**src/rtl/ebike_pkg.sv**
```systemverilog
// Shared types and constants for the e-bike pedal sequencing path.
package ebike_pkg;

   typedef enum logic [1:0] {
      IDLE   = 2'd0,
      SPINUP = 2'd1,
      PEDAL  = 2'd2,
      COAST  = 2'd3
   } state_t;

   localparam logic [15:0] MS_TICK_REAL = 16'd49999;
   localparam logic [15:0] MS_TICK_FAST = 16'd63;

   localparam logic [7:0] CAD_THR_FAST = 8'h10;
   localparam logic [7:0] CAD_THR_MID  = 8'h30;
   localparam logic [7:0] CAD_THR_SLOW = 8'h80;

   // Shorter period means faster pedalling, hence a higher level.
   function automatic logic [1:0] cad_quant(input logic [7:0] per);
      logic [1:0] lvl;
      if (per < CAD_THR_FAST) begin
         lvl = 2'd3;
      end else if (per < CAD_THR_MID) begin
         lvl = 2'd2;
      end else if (per < CAD_THR_SLOW) begin
         lvl = 2'd1;
      end else begin
         lvl = 2'd0;
      end
      return lvl;
   endfunction

endpackage

```
**src/rtl/ms_tick_gen.sv**
```systemverilog
// Millisecond prescaler; held at zero while clr is high, free-runs otherwise.
module ms_tick_gen #(
   parameter bit FAST_SIM = 1'b0
) (
   input  logic clk,
   input  logic rst_n,
   input  logic clr,
   output logic ms_tick
);
   import ebike_pkg::*;

   localparam logic [15:0] TERM = FAST_SIM ? MS_TICK_FAST : MS_TICK_REAL;

   logic [15:0] presc_r;

   // Prescaler counter wrapping at TERM.
   always_ff @(posedge clk or negedge rst_n) begin
      if (!rst_n) begin
         presc_r <= 16'd0;
      end else if (clr) begin
         presc_r <= 16'd0;
      end else if (presc_r == TERM) begin
         presc_r <= 16'd0;
      end else begin
         presc_r <= presc_r + 16'd1;
      end
   end

   assign ms_tick = ~clr & (presc_r == TERM);

endmodule

```
**src/rtl/pedal_seq_ctrl.sv**
```systemverilog
// Pedalling qualifier: spin-up qualification, coast hold-off, per-revolution
// sample strobe and quantised cadence level.
module pedal_seq_ctrl #(
   parameter bit          FAST_SIM     = 1'b0,
   parameter int unsigned SPINUP_EDGES = 32'd3,
   parameter logic [7:0]  COAST_MS     = 8'd200
) (
   input  logic       clk,
   input  logic       rst_n,
   input  logic       cadence_filt,
   input  logic [7:0] cadence_per,
   input  logic       not_pedaling,
   output logic [1:0] state,
   output logic       pedaling,
   output logic       smpl_en,
   output logic [1:0] cad_lvl
);
   import ebike_pkg::*;

   localparam logic [2:0] SPIN_TGT = SPINUP_EDGES[2:0];

   state_t     state_r;
   logic       pedaling_r;
   logic       smpl_en_r;
   logic [1:0] cad_lvl_r;
   logic       cad_ff_r;
   logic [2:0] spin_cnt_r;
   logic [7:0] coast_cnt_r;
   logic       cad_rise_s;
   logic       ms_tick_s;
   logic       presc_clr_s;

   assign cad_rise_s  = cadence_filt & ~cad_ff_r;
   assign presc_clr_s = (state_r != COAST);

   ms_tick_gen #(
      .FAST_SIM (FAST_SIM)
   ) u_ms_tick (
      .clk     (clk),
      .rst_n   (rst_n),
      .clr     (presc_clr_s),
      .ms_tick (ms_tick_s)
   );

   // Delayed cadence level for rise detection.
   always_ff @(posedge clk or negedge rst_n) begin
      if (!rst_n) begin
         cad_ff_r <= 1'b0;
      end else begin
         cad_ff_r <= cadence_filt;
      end
   end

   // Sequencer FSM with its registered outputs and counters.
   always_ff @(posedge clk or negedge rst_n) begin
      if (!rst_n) begin
         state_r     <= IDLE;
         pedaling_r  <= 1'b0;
         smpl_en_r   <= 1'b0;
         cad_lvl_r   <= 2'd0;
         spin_cnt_r  <= 3'd0;
         coast_cnt_r <= 8'd0;
      end else begin
         smpl_en_r <= 1'b0;
         case (state_r)
            IDLE: begin
               cad_lvl_r <= 2'd0;
               if (cad_rise_s && !not_pedaling) begin
                  spin_cnt_r <= 3'd1;
                  if (SPIN_TGT == 3'd1) begin
                     state_r    <= PEDAL;
                     pedaling_r <= 1'b1;
                  end else begin
                     state_r    <= SPINUP;
                     pedaling_r <= 1'b0;
                  end
               end else begin
                  pedaling_r <= 1'b0;
               end
            end
            SPINUP: begin
               if (not_pedaling) begin
                  state_r    <= IDLE;
                  pedaling_r <= 1'b0;
                  spin_cnt_r <= 3'd0;
                  cad_lvl_r  <= 2'd0;
               end else if (cad_rise_s) begin
                  if (spin_cnt_r >= SPIN_TGT - 3'd1) begin
                     state_r    <= PEDAL;
                     pedaling_r <= 1'b1;
                     spin_cnt_r <= 3'd0;
                  end else if (spin_cnt_r != 3'd7) begin
                     spin_cnt_r <= spin_cnt_r + 3'd1;
                  end
               end
            end
            PEDAL: begin
               if (cad_rise_s) begin
                  smpl_en_r <= 1'b1;
                  cad_lvl_r <= cad_quant(cadence_per);
               end
               if (not_pedaling) begin
                  state_r     <= COAST;
                  coast_cnt_r <= COAST_MS;
               end
            end
            COAST: begin
               // A fresh rise resumes pedalling even on the terminal tick.
               if (cad_rise_s) begin
                  state_r   <= PEDAL;
                  smpl_en_r <= 1'b1;
               end else if (ms_tick_s) begin
                  if (coast_cnt_r <= 8'd1) begin
                     state_r     <= IDLE;
                     pedaling_r  <= 1'b0;
                     cad_lvl_r   <= 2'd0;
                     coast_cnt_r <= 8'd0;
                  end else begin
                     coast_cnt_r <= coast_cnt_r - 8'd1;
                  end
               end
            end
            default: begin
               state_r     <= IDLE;
               pedaling_r  <= 1'b0;
               cad_lvl_r   <= 2'd0;
               spin_cnt_r  <= 3'd0;
               coast_cnt_r <= 8'd0;
            end
         endcase
      end
   end

   assign state    = state_r;
   assign pedaling = pedaling_r;
   assign smpl_en  = smpl_en_r;
   assign cad_lvl  = cad_lvl_r;

endmodule
```
**config.mk**
```make
export PLATFORM = sky130hd
export DESIGN_NAME = pedal_seq_ctrl
export DESIGN_NICKNAME = d
export VERILOG_FILES = /design/src/rtl/ebike_pkg.sv /design/src/rtl/ms_tick_gen.sv /design/src/rtl/pedal_seq_ctrl.sv
export SDC_FILE = /design/constraint.sdc
export NUM_CORES = 1
export LEC_CHECK = 0
export BUFFER_PORTS_ARGS = -buffer_cell sky130_fd_sc_hd__buf_2
export CORE_ASPECT_RATIO = 0.75
export CORE_MARGIN = 2
export CORE_UTILIZATION = 55
export DETAILED_ROUTE_END_ITERATION = 8
export PLACE_DENSITY = 0.73
export SYNTH_ARGS = -nofsm -noshare
export SYNTH_HDL_FRONTEND = slang
export SYNTH_SLANG_ARGS = --single-unit
```
**constraint.sdc**
```tcl
create_clock -name clk -period 5 [get_ports clk]
set_clock_uncertainty 0.05 [all_clocks]
set_input_delay 1 -clock clk [delete_from_list [all_inputs] [get_ports clk]]
set_output_delay 1 -clock clk [all_outputs]
set_load 0.05 [all_outputs]
```
==> results_dict.tcl <==
set metrics [dict create \
    cts_buffers 5 \
    clock_path_buffers 2 \
    combPwrFrac 0.234 \
    critPathTopFamily "flip-flops" \
    layout_commonest_cell "dfrtp_1" \
    syn_inst 193 \
    dpl_cell_area_sq_mm 0.00193 \
    viasPerCell 5.84 \
    period_share 0.448 \
    required_ps 3950 \
    coreArea_sq_mm 0.00324 \
    cts_tree "built" \
    nets 226 \
    synth.ff_latch_count 34 \
    initial_utilization 0.564 \
    max_freq_mhz 447 \
    dieArea_sq_mm 0.00381 \
    wl_per_cell_microns 15.0 \
    antenna_left 0 \
    numClockSinks 34 \
    setup_viol 0 \
    arrival_ps 1190 \
    vias 1461 \
    drv_cap 0 \
    syn_area_sq_mm 0.00183 \
    period_minus_slack_ps 2240 \
    multi_input_area_sq_um 940 \
    ir_drop_uv 297 \
    ff_latch_area_sq_um 851 \
    wl_microns 3740 \
    clock_latency_ps 290 \
    grt_max_degree 35 \
    slew_violations 0 \
    die_h_microns 53.9 \
    grt_pass1_vias 1406 \
    synth_area_leaders "dfrtp_1 47%, nor2_1 5.3%, xor2_1 5.3%" \
    slowest_delay_ps 560 \
    finalPower_uw 756 \
    leakage_nw 0.902 \
    track_usage 0.228 \
    n_antenna_cell 0 \
    yosysWarnings 0 \
    tns_ps 0 \
    r2r_start "u_ms_tick.presc_r[12]" \
    path_max_fanout 12 \
    powerDensity_mw_per_mm2 371 \
    htree_levels 2 \
    status "finished clean" \
    design_area_sq_mm 0.00204 \
    area_growth_pct 11.4 \
    syn_area_per_cell_sq_um 9.48 \
    ys.flop_type "dfrtp_1" \
    dr.first_iter.drc_count 127 \
    rr_endpoint "state[1]" \
    cts_hold_buf 0 \
    yosysTopAreaCellShare 0.465 \
    rr_worst_depth 5 \
    rsz0062_at_grt "no" \
    relSlewSlack 0.504 \
    tightest_slew_ps 744 \
    seq_power_share 0.453 \
    hold_slack_ps 442 \
    clkTransAtPathRegs_ps 70 \
    cts_setup_buffers 0 \
    intPower_uw 504 \
    port_buffers 13 \
    worst_setup_path_start_kind "register" \
    place_ws_ps 2580 \
    route.detailed.drc 0 \
    timing.critical_path.buf_inv 1 \
    grt_pass1_wl_microns 6580 \
    cp-endpoint "state[1]" \
    rrSetupSlack_ps 2780 \
    place_hpwl_microns 2660 \
    antenna_found_initial 0 \
    ys_seq_area_frac 0.465 \
    swShare 0.334 \
    critPathCaptureType "primary output" \
    cts-root-buf "clkbuf_8" \
    synth_fp_nets 210 \
    drtPass1Iterations 4 \
    async_flop_share 1.00 \
    synth_edf_count 0 \
    cp_num_cells 1 \
    ys_types 41 \
    n_fill_cell 278 \
    min_path_type "reg -> reg" \
    crit_start "state[1]" \
    crit_path_cell_trace "buf_2" \
    pin_count 18 \
    worstSetupPathType "reg -> out" \
    synth_top_area_cell "dfrtp_1" \
    cts_resized 0 \
    clockPowerShare 0.314 \
    hold_violations 0 \
    timing.final.ws_setup_ps 2760 \
    row_count 18 \
    drive_gt1_frac 0.133 \
    critPathSlowestCell "dfrtp_1" \
    gp_congestion 0.835 \
    mostFrequentLayoutCells "34 x dfrtp_1, 26 x nor2_1, 17 x o21ai_0" \
    p_switching_uw 252 \
    die_w_microns 70.6 \
    grt-ovfl-total 0 \
]
## cell families after synthesis
family          synth area share
simple gates               0.258
compound gates             0.144
flops                      0.465
xor+xnor                  0.0718
buf+inv                   0.0212
fa+ha+maj                 0.0342
mux                      0.00616
## stage by stage
stage,utilization,cells
floorplan,-,193
global placement,0.595,242
detailed placement,0.595,242
CTS,0.628,250
global route,0.628,250
finish,0.628,250
## Yosys cell counts, types with 3 or more instances
cell type / count
a21oi_1: 5
a31oi_1: 3
and3_1: 4
and4_1: 3
clkbuf_1: 3
dfrtp_1: 34
ha_1: 5
inv_1: 6
nand2_1: 11
nand2b_1: 7
nand3_1: 9
nand4_1: 3
nor2_1: 26
nor3_1: 6
o21ai_0: 17
o31ai_1: 3
or3_1: 4
xnor2_1: 4
xor2_1: 11
## routing by layer
| metal | routed length (microns) | GRT usage |
|---|---|---|
| met5 | 0 | 0 |
| met1 | 1840 | 0.298 |
| met3 | 160 | 0.0468 |
| met4 | 65 | 0.104 |
| met2 | 1680 | 0.376 |
## layout make-up
| cell class | instances | area share |
|---|---|---|
| multi-input cells | 149 | 0.461 |
| flip-flops and latches | 34 | 0.417 |
| clock buffers | 8 | 0.0540 |
| repair buffers | 13 | 0.0319 |
| well taps | 40 | 0.0246 |
| inverters | 6 | 0.0110 |
## power by group through the flow
| stage | Sequential, mW | Clock (mW) | Combinational, mW |
|---|---|---|---|
| after floorplan | 0.360 | 0 | 0.112 |
| after global placement | 0.343 | 0 | 0.168 |
| after detailed placement | 0.345 | 0 | 0.177 |
| after CTS | 0.341 | 0.239 | 0.177 |
| after global routing | 0.348 | 0.252 | 0.198 |
| final | 0.342 | 0.237 | 0.177 |
## flip-flops by register name (all words and copies together), names as in the netlist
signal and count:
u_ms_tick.presc_r 16, coast_cnt_r 8, spin_cnt_r 3, cad_lvl 2, state 2, cad_ff_r 1, pedaling 1, smpl_en 1
## worst min path at each step
stage / from / end / slack, ps / cells past startpoint
6_report: cad_lvl[0] / cad_lvl[0] / 440 / 1
5_1_grt: cad_lvl[0] / cad_lvl[0] / 460 / 1
4_1_cts: cad_lvl[0] / cad_lvl[0] / 450 / 1
3_5_place_dp: cad_lvl[0] / cad_lvl[0] / 420 / 1
3_3_place_gp: cad_lvl[0] / cad_lvl[0] / 410 / 1
2_1_floorplan: u_ms_tick.presc_r[0] / u_ms_tick.presc_r[0] / 420 / 1
No activity file was read; power rests on OpenSTA's default activity.
